==> src/rtl/pb_bit_encoder_if.sv <==
// Push-button encoder bus: raw button inputs toward the encoder, decoded strobes back.
// The encoder takes the slave modport; the driver of the buttons takes the master modport.
interface pb_bit_encoder_if;
    logic       pb_zero;
    logic       pb_one;
    logic       pb_lock;
    logic       bit_valid;
    logic       bit_val;
    logic       frame_done;
    logic       lock_req;
    logic [2:0] bit_count;
    logic       timeout;
    logic       conflict;

    modport master (
        output pb_zero, pb_one, pb_lock,
        input  bit_valid, bit_val, frame_done, lock_req, bit_count, timeout, conflict
    );

    modport slave (
        input  pb_zero, pb_one, pb_lock,
        output bit_valid, bit_val, frame_done, lock_req, bit_count, timeout, conflict
    );
endinterface

==> src/rtl/pb_bit_encoder.sv <==
// Turns three raw push buttons into debounced data-bit, frame, lock and conflict strobes.
// state | meaning
// IDLE  | no partial frame, bit count 0, idle timer held at 0
// ENTRY | partial frame in progress, idle timer running toward timeout
module pb_bit_encoder #(
    parameter int DB_CYCLES      = 4,
    parameter int TIMEOUT_CYCLES = 500,
    parameter int FRAME_LEN      = 6
) (
    input logic             clk,
    input logic             rst,
    pb_bit_encoder_if.slave bus
);
    localparam logic [7:0]  DB_LAST    = 8'(DB_CYCLES - 1);
    localparam logic [15:0] IDLE_LAST  = 16'(TIMEOUT_CYCLES - 1);
    localparam logic [2:0]  FRAME_LAST = 3'(FRAME_LEN - 1);

    typedef enum logic {IDLE, ENTRY} state_t;

    logic [2:0]      raw;
    logic [2:0]      sync1_q, sync2_q;
    logic [2:0]      lvl_q, lvl_d, lvl_prev_q;
    logic [2:0][7:0] db_cnt_q, db_cnt_d;
    logic [2:0]      rise;

    state_t      state_q, state_d;
    logic [2:0]  frame_cnt_q, frame_cnt_d;
    logic [15:0] idle_q, idle_d;
    logic [2:0]  bit_count_q;

    logic bit_valid_q, bit_valid_d;
    logic bit_val_q, bit_val_d;
    logic frame_done_q, frame_done_d;
    logic lock_req_q, lock_req_d;
    logic timeout_q, timeout_d;
    logic conflict_q, conflict_d;

    logic data_ev, data_clash, accept;

    // Channel order: 0 = zero, 1 = one, 2 = lock.
    assign raw  = {bus.pb_lock, bus.pb_one, bus.pb_zero};
    assign rise = lvl_q & ~lvl_prev_q;

    always_comb begin
        lvl_d    = lvl_q;
        db_cnt_d = '0;
        for (int i = 0; i < 3; i++) begin
            if (sync2_q[i] != lvl_q[i]) begin
                if (db_cnt_q[i] == DB_LAST) begin
                    lvl_d[i] = ~lvl_q[i];
                end else begin
                    db_cnt_d[i] = db_cnt_q[i] + 8'd1;
                end
            end
        end
    end

    // A data press is rejected when the other data button is (or just became) held.
    assign data_ev    = rise[0] | rise[1];
    assign data_clash = (rise[0] & lvl_q[1]) | (rise[1] & lvl_q[0]);
    assign accept     = data_ev & ~data_clash & ~rise[2];

    always_comb begin
        state_d      = state_q;
        frame_cnt_d  = frame_cnt_q;
        idle_d       = idle_q;
        bit_valid_d  = accept;
        bit_val_d    = accept & rise[1];
        lock_req_d   = rise[2];
        conflict_d   = data_ev & (data_clash | rise[2]);
        frame_done_d = 1'b0;
        timeout_d    = 1'b0;

        if (rise[2]) begin
            state_d     = IDLE;
            frame_cnt_d = '0;
            idle_d      = '0;
        end else if (accept) begin
            idle_d = '0;
            if (frame_cnt_q == FRAME_LAST) begin
                frame_done_d = 1'b1;
                state_d      = IDLE;
                frame_cnt_d  = '0;
            end else begin
                state_d     = ENTRY;
                frame_cnt_d = frame_cnt_q + 3'd1;
            end
        end else begin
            case (state_q)
                ENTRY: begin
                    if (idle_q == IDLE_LAST) begin
                        timeout_d   = 1'b1;
                        state_d     = IDLE;
                        frame_cnt_d = '0;
                        idle_d      = '0;
                    end else begin
                        idle_d = idle_q + 16'd1;
                    end
                end
                default: idle_d = '0;
            endcase
        end
    end

    always_ff @(posedge clk or posedge rst) begin
        if (rst) begin
            sync1_q      <= '0;
            sync2_q      <= '0;
            lvl_q        <= '0;
            lvl_prev_q   <= '0;
            db_cnt_q     <= '0;
            state_q      <= IDLE;
            frame_cnt_q  <= '0;
            idle_q       <= '0;
            bit_count_q  <= '0;
            bit_valid_q  <= 1'b0;
            bit_val_q    <= 1'b0;
            frame_done_q <= 1'b0;
            lock_req_q   <= 1'b0;
            timeout_q    <= 1'b0;
            conflict_q   <= 1'b0;
        end else begin
            sync1_q      <= raw;
            sync2_q      <= sync1_q;
            lvl_q        <= lvl_d;
            lvl_prev_q   <= lvl_q;
            db_cnt_q     <= db_cnt_d;
            state_q      <= state_d;
            frame_cnt_q  <= frame_cnt_d;
            idle_q       <= idle_d;
            bit_count_q  <= frame_cnt_q;
            bit_valid_q  <= bit_valid_d;
            bit_val_q    <= bit_val_d;
            frame_done_q <= frame_done_d;
            lock_req_q   <= lock_req_d;
            timeout_q    <= timeout_d;
            conflict_q   <= conflict_d;
        end
    end

    // bit_count trails the strobes by one cycle so it reads 0 right after frame_done.
    assign bus.bit_valid  = bit_valid_q;
    assign bus.bit_val    = bit_val_q;
    assign bus.frame_done = frame_done_q;
    assign bus.lock_req   = lock_req_q;
    assign bus.bit_count  = bit_count_q;
    assign bus.timeout    = timeout_q;
    assign bus.conflict   = conflict_q;
endmodule

==> src/flat_wrapper.sv <==
// flat-port wrapper written by rule: the top's interface ports become plain ports
module pb_bit_encoder_flat 
#(
    parameter int DB_CYCLES      = 4,
    parameter int TIMEOUT_CYCLES = 500,
    parameter int FRAME_LEN      = 6
)
  (clk, rst, bus_pb_zero, bus_pb_one, bus_pb_lock, bus_bit_valid, bus_bit_val, bus_frame_done, bus_lock_req, bus_bit_count, bus_timeout, bus_conflict);
  pb_bit_encoder_if bus_i ();
  input logic clk;
  input logic rst;
  input wire logic [$bits(bus_i.pb_zero)-1:0] bus_pb_zero;
  input wire logic [$bits(bus_i.pb_one)-1:0] bus_pb_one;
  input wire logic [$bits(bus_i.pb_lock)-1:0] bus_pb_lock;
  output wire logic [$bits(bus_i.bit_valid)-1:0] bus_bit_valid;
  output wire logic [$bits(bus_i.bit_val)-1:0] bus_bit_val;
  output wire logic [$bits(bus_i.frame_done)-1:0] bus_frame_done;
  output wire logic [$bits(bus_i.lock_req)-1:0] bus_lock_req;
  output wire logic [$bits(bus_i.bit_count)-1:0] bus_bit_count;
  output wire logic [$bits(bus_i.timeout)-1:0] bus_timeout;
  output wire logic [$bits(bus_i.conflict)-1:0] bus_conflict;
  assign bus_i.pb_zero = bus_pb_zero;
  assign bus_i.pb_one = bus_pb_one;
  assign bus_i.pb_lock = bus_pb_lock;
  assign bus_bit_valid = bus_i.bit_valid;
  assign bus_bit_val = bus_i.bit_val;
  assign bus_frame_done = bus_i.frame_done;
  assign bus_lock_req = bus_i.lock_req;
  assign bus_bit_count = bus_i.bit_count;
  assign bus_timeout = bus_i.timeout;
  assign bus_conflict = bus_i.conflict;
  pb_bit_encoder #(.DB_CYCLES(DB_CYCLES), .TIMEOUT_CYCLES(TIMEOUT_CYCLES), .FRAME_LEN(FRAME_LEN)) u_core (.clk(clk), .rst(rst), .bus(bus_i));
endmodule
==> config.mk <==
export PLATFORM = sky130hd
export DESIGN_NAME = pb_bit_encoder_flat
export DESIGN_NICKNAME = d
export VERILOG_FILES = /design/src/rtl/pb_bit_encoder_if.sv /design/src/rtl/pb_bit_encoder.sv /design/src/flat_wrapper.sv
export SDC_FILE = /design/constraint.sdc
export NUM_CORES = 1
export LEC_CHECK = 0
export BUFFER_PORTS_ARGS = -buffer_cell sky130_fd_sc_hd__buf_2
export CAP_MARGIN = 20
export CORE_ASPECT_RATIO = 1.5
export CORE_MARGIN = 2
export CORE_UTILIZATION = 57
export DETAILED_ROUTE_END_ITERATION = 6
export PLACE_DENSITY = 0.73
export RECOVER_POWER = 50
export SLEW_MARGIN = 20
export SYNTH_ARGS = -nofsm -noshare
export SYNTH_HDL_FRONTEND = slang
export SYNTH_SLANG_ARGS = --single-unit
==> constraint.sdc <==
create_clock -name clk -period 2.7 [get_ports clk]
set_clock_uncertainty 0.2 [all_clocks]
set_input_delay 0.27 -clock clk [delete_from_list [all_inputs] [get_ports clk]]
set_output_delay 0.27 -clock clk [all_outputs]
set_load 0.1 [all_outputs]
==> results.json, run 1 <==
{
  "top_usage_layer": "met2",
  "place_congestion": 0.8281,
  "insertion_delay_ns": 0.33,
  "dr.pass1.iters": 4,
  "cp_slowest_cell": "or4_4",
  "slew_violations": 66,
  "status": "finished, violations left",
  "nNetsFinal": 277,
  "portBuffers": 13,
  "instances_no_fill": 336,
  "cts_tree": "done",
  "grtUsageMet3": 0.05263,
  "die-area_um2": 5343,
  "post_cts_buffers": 0,
  "cp.required_ns": 2.72,
  "cts_buffer_depth": 2,
  "multiInputGateArea_um2": 1050,
  "grt_pass1_vias": 1774,
  "async_flop_share": 1.000,
  "fmax_ghz": 0.4103,
  "cp_num_buf_inv": 0,
  "power_density_nw_per_um2": 958.1,
  "cp-end-kind": "register",
  "syn-instance-count": 240,
  "synth_edf_count": 0,
  "root_buffer": "clkbuf_8",
  "synthTopCellsByArea": "dfrtp_1 60%, xor2_1 6.1%, nor2_1 5.4%, xnor2_1 4.8%, nand3_1 3.7%",
  "synth-main-ff-cell": "dfrtp_1",
  "r2r_cells": 5,
  "yosysSeqAreaShare": 0.5991,
  "min_period_ns": 2.437,
  "grt_util_all_layers": 0.1965,
  "synthDominantCellAreaShare": 0.5991,
  "cp_data_arrival_time_ns": 2.46,
  "path_clk_slew_ns": 0.07,
  "yosysMostFrequentCell": "dfrtp_1",
  "slew-limit-headroom": -0.01335,
  "leakage_nw": 1.416,
  "synth_cell_types": 34,
  "hold_depth": 0,
  "ys_seq_elements": 65,
  "cp-start-kind": "register",
  "crit_fanout": 4,
  "numCtsBuffers": 9,
  "grt_max_degree": 66,
  "cts_hold_buf": 4,
  "boundaryPins": 14,
  "max_stage_delay_ns": 0.56,
  "die_w_um": 60.35,
  "ctsResizeCount": 0,
  "cts.sinks": 65,
  "synthTopCellsByCount": "65 x dfrtp_1, 39 x nor2_1, 20 x nand3_1",
  "area_growth_pct": 13.87,
  "drt_iter0_drc": 106,
  "h-tree-depth": 3,
  "synth_area_per_cell_um2": 11.31,
  "reg2reg_to": "u_core.frame_cnt_q[2]",
  "vias": 1767,
  "drv_cap": 1,
  "grt_pass1_wl_um": 7665,
  "cp_cell_sequence": "ha_1 -> or4b_1 -> or4_4 -> o21a_1 -> a211o_1",
  "syn_nets": 249,
  "diodes": 0,
  "layout-drive-gt1-share": 0.1250,
  "grt_use_met2": 0.3083,
  "regArea_um2": 1627,
  "wl_per_cell_um": 12.97,
  "violations": "capacitance limit, slew limit",
  "num-fill-cells": 341,
  "core-area_um2": 4542,
  "antenna_left": 0,
  "path_delay_family": "simple AND/OR/NAND/NOR gates",
  "die_h_um": 88.53,
  "crit_type": "register to register",
  "worst_slew_pin_slew_ns": 1.520,
  "dpl.hpwl_um": 2850,
  "whs_endpoint": "u_core.sync2_q[1]",
  "yosysTopAreaCell": "dfrtp_1",
  "finalHoldViolations": 0,
  "ir_worst_vdd_mv": 0.8028,
  "drc": 0,
  "setup_viol": 0,
  "grt.overflow.total": 0,
  "worstHoldStart": "u_core.sync1_q[1]",
  "grt_setup_unrepaired": "false",
  "syn_area_um2": 2715,
  "start_util": 0.5978,
  "dp_cells": 317,
  "hp-class": "register to register",
  "worstReg2RegStart": "u_core.idle_q[0]",
  "setup-tns-final_ns": 0,
  "fin_crit_sh": 0.9026,
  "met1_usage": 0.2400,
  "ys.warnings.count": 0,
  "routed_wl_um": 4359,
  "reg2reg_slack_ns": 0.26,
  "placementRows": 30,
  "vias_per_cell": 5.259,
  "antenna_found_initial": 0
}
[worst reg2reg max path: cells and delay by family, from the launching register on]
kind            cells  cell delay (ns)
simple gates        2             1.00
compound gates      2             0.50
flops               1             0.39
fa+ha+maj           1             0.23
[layout make-up]
| class | instances | area share |
|---|---|---|
| Tap cell | 64 | 0.02590 |
| Inverter | 9 | 0.01093 |
| Timing Repair Buffer | 18 | 0.03440 |
| Multi-Input combinational cell | 165 | 0.3395 |
| Clock buffer | 12 | 0.05018 |
| Clock inverter | 3 | 0.01295 |
| Sequential cell | 65 | 0.5261 |
[metrics by stage]
stage	hold slack (ns)	utilization	worst slack (ns)	area, µm²	total power [mW]
finish	0.1429	0.6807	0.2629	3092	2.962
global route	0.1480	0.6807	0.1100	3092	3.143
CTS	0.1455	0.6821	0.2606	3098	3.007
detailed placement	0.1362	0.6303	0.2684	2863	2.186
global placement	0.1354	0.6303	0.3181	2863	2.163
floorplan	0.1014	-	0.3570	2715	2.003
[sequential cells by signal, summed over array words and instances (netlist names), 3 cells and up]
| signal | count |
|---|---|
| u_core.sync1_q | 3 |
| u_core.idle_q | 16 |
| u_core.lvl_q | 3 |
| u_core.lvl_prev_q | 3 |
| u_core.db_cnt_q | 24 |
| u_core.frame_cnt_q | 3 |
| u_core.bus.bit_count | 3 |
| u_core.sync2_q | 3 |
[cell families (layout without fill, tap and decap cells)]
family / Yosys count / after routing / synth area share
multiplexers: 4 / 4 / 0.01659
XOR/XNOR: 34 / 34 / 0.1097
flip-flops: 65 / 65 / 0.5991
AO/OA/AOI/OAI: 9 / 9 / 0.02442
AND/OR/NAND/NOR: 114 / 114 / 0.2175
buffers and inverters: 10 / 42 / 0.01428
adder cells (fa/ha/maj): 4 / 4 / 0.01843
[power by group]
part           switching, mW  internal (mW)
combinational          0.623          0.224
sequential             0.157           1.15
clock                  0.337          0.469
[worst max path at each step]
stage	from	end	slack, ns	cells after the start
CTS	u_core.idle_q[0]	u_core.frame_cnt_q[1]	0.26	5
floorplan	u_core.idle_q[0]	u_core.frame_cnt_q[1]	0.36	5
detailed placement	u_core.idle_q[0]	u_core.frame_cnt_q[2]	0.27	5
finish	u_core.idle_q[0]	u_core.frame_cnt_q[2]	0.26	5
global route	u_core.idle_q[0]	u_core.frame_cnt_q[1]	0.11	5
global placement	u_core.idle_q[0]	u_core.frame_cnt_q[2]	0.32	5
[metal layers]
| metal | vias up | share of wire |
|---|---|---|
| met4 | 0 | 0.020 |
| met2 | 32 | 0.50 |
| met3 | 8 | 0.031 |
| met1 | 856 | 0.45 |
| li1 | 871 | - |
| met5 | - | 0 |
[placed cells by master (no fill, tap or decap), types with 2 or more instances in the layout]
cell type	synthesis	layout
buf_2	1	10
clkinv_2	0	2
nor2_1	39	39
or4_1	3	3
clkbuf_8	0	11
nand3_1	20	20
mux2_2	4	4
nand2_1	12	12
or4b_1	2	2
xor2_1	19	19
nor3_1	6	6
a211o_1	2	2
or2_2	2	2
dfrtp_1	65	65
and2_0	0	2
nand4_1	2	2
ha_1	4	4
clkbuf_1	0	4
nor4_1	5	5
xnor2_1	15	15
dlygate4sd3_1	0	4
and3_1	8	8
nor3b_1	6	6
inv_1	9	8
Note: power is estimated with default switching activity, not from simulation.
==> inputs of run 2 (changes only) <==
GPL_TIMING_DRIVEN = 0   (was default)
SKIP_LAST_GASP = 1   (was default)
==> results.json, run 2 (synthesized netlist as in run 1, its figures left out) <==
{
  "dpl.hpwl_um": 2886,
  "clock_power_share": 0.278,
  "die-area_um2": 5343,
  "boundaryPins": 14,
  "hp-class": "register to register",
  "finalPower_mw": 3.007,
  "cp-end-kind": "register",
  "nNetsFinal": 278,
  "path_delay_family": "simple AND/OR/NAND/NOR gates",
  "cts_tree": "done",
  "cts_hold_buf": 4,
  "path_clk_slew_ns": 0.06,
  "ctsResizeCount": 0,
  "wl_per_cell_um": 12.81,
  "mostFrequentLayoutCell": "dfrtp_1",
  "reg2reg_slack_ns": 0.23,
  "grt_util_all_layers": 0.1927,
  "antenna_found_initial": 0,
  "finalHoldViolations": 0,
  "p_sw_mw": 1.116,
  "startpoint": "u_core.idle_q[0]",
  "cp.required_ns": 2.72,
  "cp-start-kind": "register",
  "top_layer": "met4",
  "grt_setup_unrepaired": "false",
  "setup-tns-final_ns": 0,
  "regMostFlops": "u_core.db_cnt_q",
  "worst_slew_pin_slew_ns": 1.305,
  "die_w_um": 60.35,
  "dr_wl_met3_um": 92,
  "antenna_left": 0,
  "cp_slowest_cell": "or4_4",
  "grt.overflow.total": 0,
  "crit_fanout": 4,
  "cp_data_arrival_time_ns": 2.49,
  "placementRows": 30,
  "grt_pass1_vias": 1748,
  "grt_pass1_wl_um": 7514,
  "h-tree-depth": 3,
  "p_sw_frac": 0.3713,
  "leakage_nw": 1.438,
  "largest_reg_flops": 24,
  "vias": 1763,
  "setup_viol": 0,
  "cts.sinks": 65,
  "worstReg2RegStart": "u_core.idle_q[0]",
  "cp_num_buf_inv": 0,
  "combPwrFrac": 0.289,
  "power_frac_seq": 0.434,
  "portBuffers": 13,
  "cp_cell_sequence": "ha_1 -> or4b_1 -> or4_4 -> o21a_1 -> a211o_1",
  "max_stage_delay_ns": 0.57,
  "worstHoldStart": "u_core.sync1_q[2]",
  "internal_power_mw": 1.890,
  "min_period_ns": 2.473,
  "power_density_nw_per_um2": 961.2,
  "ir_worst_vdd_mv": 0.5146,
  "diodes": 0,
  "place_congestion": 0.8326,
  "root_buffer": "clkbuf_8",
  "drt_iter0_drc": 47,
  "top_regs": "u_core.db_cnt_q: 24 flops, u_core.idle_q: 16 flops",
  "slew_violations": 0,
  "layout-drive-gt1-share": 0.1387,
  "grt_max_degree": 38,
  "vias_per_cell": 5.216,
  "post_cts_buffers": 0,
  "drv_cap": 0,
  "core-area_um2": 4542,
  "cts_buffer_depth": 2,
  "dr.pass1.iters": 4,
  "area_growth_pct": 15.21,
  "start_util": 0.5978,
  "fin_crit_sh": 0.9159,
  "status": "finished, final reports clean",
  "fmax_ghz": 0.4044,
  "die_h_um": 88.53,
  "insertion_delay_ns": 0.33,
  "place_area_um2": 2883,
  "met2_length_um": 2198,
  "numCtsBuffers": 9,
  "slew-limit-headroom": 0.1251,
  "finish.instance_area_um2": 3128,
  "routed_wl_um": 4331,
  "final_cell_mix": "65 x dfrtp_1, 39 x nor2_1, 20 x nand3_1, 19 x xor2_1, 15 x xnor2_1",
  "crit_type": "register to register",
  "drc": 0,
  "wl_met1_um": 1915
}
==> run 2: cell count changes in the layout (fill, tap and decap cells not counted), sizes merged <==
cell      delta
buf          +4
clkbuf       -1
clkinv       -2
clkinvlp     +1
==> run 2: path summary, 6_finish.rpt <==
kind | end | cells past startpoint
min in group asynchronous | u_core.sync1_q[1] | 3
hold reg to reg | u_core.sync2_q[2] | 0
setup / recovery | u_core.frame_cnt_q[2] | 5
hold / removal | u_core.sync2_q[2] | 0
max in group asynchronous | u_core.lvl_prev_q[2] | 4
setup reg to reg | u_core.frame_cnt_q[2] | 5
==> run 2: final cells by class <==
type / count / area (µm²)
Buffer: 1 / 5.005
Clock buffer: 14 / 172.7
Clock inverter: 2 / 35.03
Fill cell: 347 / 1414
Inverter: 9 / 35.03
Multi-Input combinational cell: 165 / 1050
Sequential cell: 65 / 1627
Tap cell: 64 / 80.08
Timing Repair Buffer: 18 / 123.9
==> run 2: routing by layer <==
metal / global-route usage / up-vias
met1: 0.2262 / 852
met5: 0 / -
met3: 0.03509 / 12
met2: 0.3162 / 20
li1: - / 879
met4: 0.1273 / 0
==> run 2: power groups by stage <==
stage          logic (mW)  clock network, mW  registers, mW
6_report            0.868              0.834           1.30
5_1_grt             0.939              0.903           1.34
4_1_cts             0.878              0.856           1.31
3_5_place_dp        0.870                  0           1.32
3_3_place_gp        0.851                  0           1.32
2_1_floorplan       0.396                  0           1.61
==> run 2: worst register-to-register path: cells and delay by family, from the launching register on <==
family | cells | cell delay (ns)
flip-flops | 1 | 0.39
adder cells (fa/ha/maj) | 1 | 0.25
AO/OA/AOI/OAI | 2 | 0.51
AND/OR/NAND/NOR | 2 | 1.02
==> run 2: metrics by stage <==
| step | hold WS [ns] | utilization | setup slack (ns) | instances |
|---|---|---|---|---|
| floorplan | 0.1014 | - | 0.3570 | 240 |
| global placement | 0.1340 | 0.6298 | -0.1082 | 317 |
| detailed placement | 0.08133 | 0.6347 | 0.2285 | 318 |
| CTS | 0.1522 | 0.6893 | 0.2180 | 338 |
| global route | 0.1611 | 0.6887 | 0.1264 | 338 |
| finish | 0.1492 | 0.6887 | 0.2270 | 338 |
